### src/rtl/cpu_io_pkg.sv
// Shared constants for the CPU's external I/O path.
//   WORD_W       : datapath / bus word width
//   IN_PORT_ID   : port identifier of the input port
//   OUT_PORT_ID  : port identifier of the output port
//   CLEAR_ACTIVE : level of the active-low 'clear' reset shared by clear-driven blocks
package cpu_io_pkg;

  localparam int unsigned WORD_W = 32;

  typedef enum logic [1:0] {
    IN_PORT_ID  = 2'd0,
    OUT_PORT_ID = 2'd1
  } port_id_e;

  localparam logic CLEAR_ACTIVE = 1'b0;

endpackage

### src/rtl/sync_fifo.sv
// Synchronous FIFO with occupancy counter.
//   clock   : rising-edge clock
//   clear   : synchronous reset (CLEAR_ACTIVE level); resets pointers and count only
//   wr_en   : push request, ignored while full
//   wr_data : word to push
//   rd_en   : pop request, ignored while empty
//   rd_data : current head word (combinational from storage)
//   count   : occupancy 0..DEPTH
//   full    : count == DEPTH
//   empty   : count == 0
module sync_fifo #(
  parameter int unsigned WIDTH = 32,
  parameter int unsigned DEPTH = 4,
  parameter int unsigned CNT_W = $clog2(DEPTH) + 1
) (
  input  logic             clock,
  input  logic             clear,
  input  logic             wr_en,
  input  logic [WIDTH-1:0] wr_data,
  input  logic             rd_en,
  output logic [WIDTH-1:0] rd_data,
  output logic [CNT_W-1:0] count,
  output logic             full,
  output logic             empty
);
  import cpu_io_pkg::*;

  localparam int unsigned PTR_W = $clog2(DEPTH);

  logic [WIDTH-1:0] mem [DEPTH];
  logic [PTR_W-1:0] wr_ptr;
  logic [PTR_W-1:0] rd_ptr;
  logic             push;
  logic             pop;

  // Full/empty come from the counter; pointers alone cannot tell them apart.
  assign full    = (count == CNT_W'(DEPTH));
  assign empty   = (count == '0);
  assign push    = wr_en & ~full;
  assign pop     = rd_en & ~empty;
  assign rd_data = mem[rd_ptr];

  always_ff @(posedge clock) begin
    if (clear == CLEAR_ACTIVE) begin
      wr_ptr <= '0;
      rd_ptr <= '0;
      count  <= '0;
    end else begin
      // Power-of-two depth: pointers wrap by natural overflow.
      if (push) wr_ptr <= wr_ptr + PTR_W'(1);
      if (pop)  rd_ptr <= rd_ptr + PTR_W'(1);
      case ({push, pop})
        2'b10:   count <= count + CNT_W'(1);
        2'b01:   count <= count - CNT_W'(1);
        default: count <= count;
      endcase
    end
  end

  // Storage is not reset; writes are blocked during reset so nothing lands.
  always_ff @(posedge clock) begin
    if (push && (clear != CLEAR_ACTIVE)) begin
      mem[wr_ptr] <= wr_data;
    end
  end

endmodule

### src/rtl/in_port_unit.sv
// Input port of the CPU I/O path: device words enter a FIFO via valid/ready
// and the datapath pops one word per cycle of InPortout.
//   clock           : rising-edge clock
//   clear           : synchronous active-low reset
//   dev_data        : word offered by the device
//   dev_valid       : device word valid
//   dev_ready       : FIFO can accept a word (depends on occupancy only)
//   InPortout       : datapath read strobe, pops one word per asserted cycle
//   BusMuxIn_InPort : FIFO head, or last popped word when empty
//   InPortAvail     : FIFO not empty
//   in_count        : occupancy 0..DEPTH
//   rd_underflow    : sticky, set by a read while empty
module in_port_unit #(
  parameter int unsigned WORD_W = cpu_io_pkg::WORD_W,
  parameter int unsigned DEPTH  = 4,
  parameter int unsigned CNT_W  = $clog2(DEPTH) + 1
) (
  input  logic              clock,
  input  logic              clear,
  input  logic [WORD_W-1:0] dev_data,
  input  logic              dev_valid,
  output logic              dev_ready,
  input  logic              InPortout,
  output logic [WORD_W-1:0] BusMuxIn_InPort,
  output logic              InPortAvail,
  output logic [CNT_W-1:0]  in_count,
  output logic              rd_underflow
);
  import cpu_io_pkg::*;

  logic [WORD_W-1:0] head;
  logic [WORD_W-1:0] last_word;
  logic              full;
  logic              empty;

  sync_fifo #(
    .WIDTH (WORD_W),
    .DEPTH (DEPTH),
    .CNT_W (CNT_W)
  ) u_fifo (
    .clock   (clock),
    .clear   (clear),
    .wr_en   (dev_valid),
    .wr_data (dev_data),
    .rd_en   (InPortout),
    .rd_data (head),
    .count   (in_count),
    .full    (full),
    .empty   (empty)
  );

  assign dev_ready       = ~full;
  assign InPortAvail     = ~empty;
  assign BusMuxIn_InPort = empty ? last_word : head;

  always_ff @(posedge clock) begin
    if (clear == CLEAR_ACTIVE) begin
      last_word    <= '0;
      rd_underflow <= 1'b0;
    end else if (InPortout) begin
      if (!empty) last_word    <= head;
      else        rd_underflow <= 1'b1;
    end
  end

endmodule

### config.mk
export PLATFORM = sky130hd
export DESIGN_NAME = in_port_unit
export DESIGN_NICKNAME = d
export VERILOG_FILES = /design/src/rtl/cpu_io_pkg.sv /design/src/rtl/sync_fifo.sv /design/src/rtl/in_port_unit.sv
export SDC_FILE = /design/constraint.sdc
export NUM_CORES = 1
export LEC_CHECK = 0
export ABC_CLOCK_PERIOD_IN_PS = 4550
export BUFFER_PORTS_ARGS = -buffer_cell sky130_fd_sc_hd__buf_4
export CAP_MARGIN = 25
export CORE_MARGIN = 1
export CORE_UTILIZATION = 60
export CTS_CLUSTER_SIZE = 12
export DETAILED_ROUTE_END_ITERATION = 12
export PLACE_DENSITY = 0.89
export REMOVE_ABC_BUFFERS = 1
export SYNTH_ARGS = -nofsm -noshare
export SYNTH_HDL_FRONTEND = slang
export SYNTH_HIERARCHICAL = 1
export SYNTH_SLANG_ARGS = --single-unit
### constraint.sdc
create_clock -name clock -period 4.55 [get_ports clock]
set_input_delay 0.6825 -clock clock [delete_from_list [all_inputs] [get_ports clock]]
set_output_delay 0.6825 -clock clock [all_outputs]
set_load 0.03 [all_outputs]
==> results.md <==
| Result | Value | Unit |
|:---|:---|:---|
| Result of the run | finished clean | - |
| Die Width | 109 | µm |
| Worst path max stage delay | 0.68 | ns |
| Worst supply voltage drop on vdd | 0.443 | mV |
| Startpoint-to-endpoint class of the critical path | register to output port | - |
| Buffer and inverter count on the worst path | 2 | - |
| Final worst path period need | 3.11 | ns |
| Mapped Avg Cell Area | 17.2 | µm² |
| Die boundary height | 109 | µm |
| Site row count | 38 | - |
| Max Freq | 322 | MHz |
| Post-CTS Hold Fix Bufs | 0 | - |
| Top area cells in the synthesized netlist | sky130_fd_sc_hd__edfxtp_1 (56%), sky130_fd_sc_hd__dfxtp_1 (12%), sky130_fd_sc_hd__mux4_2 (9.8%), sky130_fd_sc_hd__mux2_2 (5.2%), sky130_fd_sc_hd__mux2i_1 (4.9%) | - |
| Hold violation count in the final report | 0 | - |
| Number of buffers on the longest clock path | 2 | - |
| Unique cell type count in the Yosys netlist | 29 | - |
| Final weighted congestion of routability-driven global placement | 0.699 | - |
| Critical path cell sequence | buf_12 -> mux4_1 -> mux2_2 -> buf_4 | - |
| Setup repair after global routing missed its margin | false | - |
| I/O Buffers | 73 | - |
| Most numerous cell in the Yosys netlist | sky130_fd_sc_hd__edfxtp_1 | - |
| Wire length of the first global-routing pass | 19.2 | mm |
| DP HPWL | 7.19 | mm |
| Insertion delay of the later-clocked pin in the worst-skew pair | 0.41 | ns |
| Required time of the critical path | 3.87 | ns |
| TritonCTS Buffers | 17 | - |
| Vias after detailed routing | 3597 | - |
| Dpl cells | 594 | - |
| Vias in the first global route | 3766 | - |
| Top-level port count | 74 | - |
| Sequential area share after synthesis | 67.8 | % |
| CTS sink cnt | 170 | - |
| # diodes | 0 | - |
| Clock tree from TritonCTS | yes | - |
| Type of destination of the critical path | output port | - |
| Maximum number of pins on one net before global-route repair | 80 | - |
| First-pass DRT Iterations | 4 | - |
| Routed via count divided by cell count | 5.75 | - |
| Startpoint of the lowest-slack hold path | last_word[19] | - |
| Worst r2r src | u_fifo/count[0] | - |
| Share of the synthesized area in the top cell type | 55.7 | % |
| Share of post-route cells with drive strength above 1 | 36.6 | % |
| Count of unresolved DRC violations after routing | 0 | - |
| Max-slew violation total from the final report | 0 | - |
| Global-route usage over all layers | 22.8 | % |
| Cell with the largest stage delay on the worst path | sky130_fd_sc_hd__dfxtp_2 | - |
| # nets final | 515 | - |
| Setup TNS | 0 | ns |
| Leading cell types by count after synthesis | sky130_fd_sc_hd__edfxtp_1 (128), sky130_fd_sc_hd__nand2_1 (71), sky130_fd_sc_hd__dfxtp_1 (42) | - |
| Final setup viols | 0 | - |
| Leak Pwr | 2.89 | nW |
| Number of antenna-violating nets in the routed design | 0 | - |
| Actual transition at the worst max-transition pin | 0.886 | ns |
| Power density relative to cell area | 684 | nW/µm² |
| Worst Path Arrival | 2.43 | ns |
| Post-route clock skew | 0.00689 | ns |
| Starting Density | 62.6 | % |
| Post-detailed-routing wire length | 12.3 | mm |
| Worst setup margin | 1.44 | ns |
| Number of antenna violations at the first check in global routing | 0 | - |
| CP startpoint kind | register | - |
| Root Driver | sky130_fd_sc_hd__clkbuf_16 | - |
| Synth warn | 6 | - |
| Fraction of the cycle the final worst path needs | 68.3 | % |
| Clock H-tree levels | 4 | - |
| Clock input transition at the sequential cells of the worst setup and hold paths | 0.06 | ns |
| Primary FF master, synth | sky130_fd_sc_hd__edfxtp_1 | - |
| Flops & latches, synth | 170 | - |
| Place WS | 1.84 | ns |
| Number of DRC markers after the initial detailed-route iteration | 234 | - |
| Die footprint | 11900 | µm² |
| Number of standard cells after synthesis | 402 | - |
| Leading area contributor after synthesis | sky130_fd_sc_hd__edfxtp_1 | - |
| Total global routing overflow | 0 | - |
| Worst slew margin relative to its limit | 41.0 | % |
| Count of non-filler cells in the finished layout | 626 | - |
| Async SR Flop Fraction | 0 | % |
| Core ar. | 11000 | µm² |
| Buffers inserted by post-CTS timing repair | 0 | - |
| Maximum fanout encountered on the critical timing path | 18 | - |
| Kind of path behind the tightest hold check | register to register | - |
| Area Growth Syn to Fin | 17.1 | % |
| Count of flip-flops with a built-in enable after synthesis | 128 | - |
| Top delay family on crit path | multiplexers | - |
| Number of cells upsized or downsized after cts | 0 | - |
| Mean routed wirelength per cell | 19.7 | µm |
| Max-Cap Viols | 0 | - |
| Netlist area before placement | 6910 | µm² |
==> worst register-to-register path, cell delays in order (launching register included) <==
cell and delay (ns):
sky130_fd_sc_hd__dfxtp_1 0.47, sky130_fd_sc_hd__nor3_4 0.07, sky130_fd_sc_hd__buf_4 0.30, sky130_fd_sc_hd__nor2b_1 0.29, sky130_fd_sc_hd__ha_1 0.23, sky130_fd_sc_hd__inv_1 0.06, sky130_fd_sc_hd__fa_1 0.37, sky130_fd_sc_hd__xor2_1 0.16
sky130_fd_sc_hd__or3_1 0.30, sky130_fd_sc_hd__a21boi_0 0.18
==> flip-flops by register name, summed over array words and instances (netlist names), named ones only <==
signal	cells
last_word	32
rd_underflow	1
u_fifo/count	3
u_fifo/mem	128
u_fifo/rd_ptr	2
u_fifo/wr_ptr	2
==> cell families (layout without fill, tap and decap cells) <==
family | count (synthesis) | in the layout | share of synthesized area (%)
mux | 98 | 98 | 20.7
flops | 170 | 170 | 67.8
buf+inv | 32 | 116 | 3.82
fa+ha+maj | 6 | 6 | 1.20
xor+xnor | 2 | 2 | 0.254
compound gates | 8 | 8 | 0.652
simple gates | 86 | 86 | 5.54
==> through the flow <==
| stage | utilization [%] | total power, mW | cell area (µm²) | hold WS, ns |
|---|---|---|---|---|
| after global routing | 73.3 | 5.75 | 8090 | 0.447 |
| after CTS | 73.3 | 5.57 | 8090 | 0.448 |
| after global placement | 67.3 | 3.95 | 7420 | 0.438 |
| final | 73.3 | 5.53 | 8090 | 0.456 |
| after detailed placement | 67.5 | 4.02 | 7440 | 0.446 |
| after floorplan | - | 3.37 | 6670 | 0.431 |
==> layout make-up <==
class                   count  area, µm²
multi-input cells         200       1970
well taps                 140        175
clock inverters            13        189
repair buffers             76        583
clock buffers              19        454
inverters                   8       30.0
flip-flops and latches    170       4690
fillers                   669       2940
==> cell usage in the layout (no fill, tap or decap), drive strengths merged <==
master    instances
or3               2
clkbuf           19
and3              4
dfxtp            42
mux4             32
nor3              1
mux2i            34
buf              76
nand2            71
xor2              1
a21boi            2
bufinv            4
xnor2             1
nor3b             1
nand4bb           1
a21oi             1
clkinvlp          2
fa                1
edfxtp          128
o21ai             5
inv              11
clkinv            4
mux2             32
nor2b             4
and2              2
ha                5
==> path summary, 6_finish.rpt <==
check	end	slack (ns)	cells after the start
max reg2reg	u_fifo/count[2]	2.03	9
max	BusMuxIn_InPort[27]	1.44	4
min	last_word[19]	0.46	2
min reg2reg	last_word[19]	0.46	2
==> layer usage <==
| metal | global-route usage [%] | routed length, µm | vias up |
|---|---|---|---|
| met1 | 26.8 | 4880 | 1838 |
| met3 | 6.52 | 545 | 15 |
| met4 | 8.95 | 175 | 0 |
| met2 | 39.7 | 6710 | 91 |
| li1 | - | - | 1653 |
| met5 | 0 | 0 | - |
==> where the power goes <==
| group | internal (mW) | switching [mW] |
|---|---|---|
| registers | 1.84 | 0.130 |
| clock network | 0.957 | 0.586 |
| logic | 0.898 | 1.12 |
| total | 3.70 | 1.84 |
No activity file was read; power rests on OpenSTA's default activity.
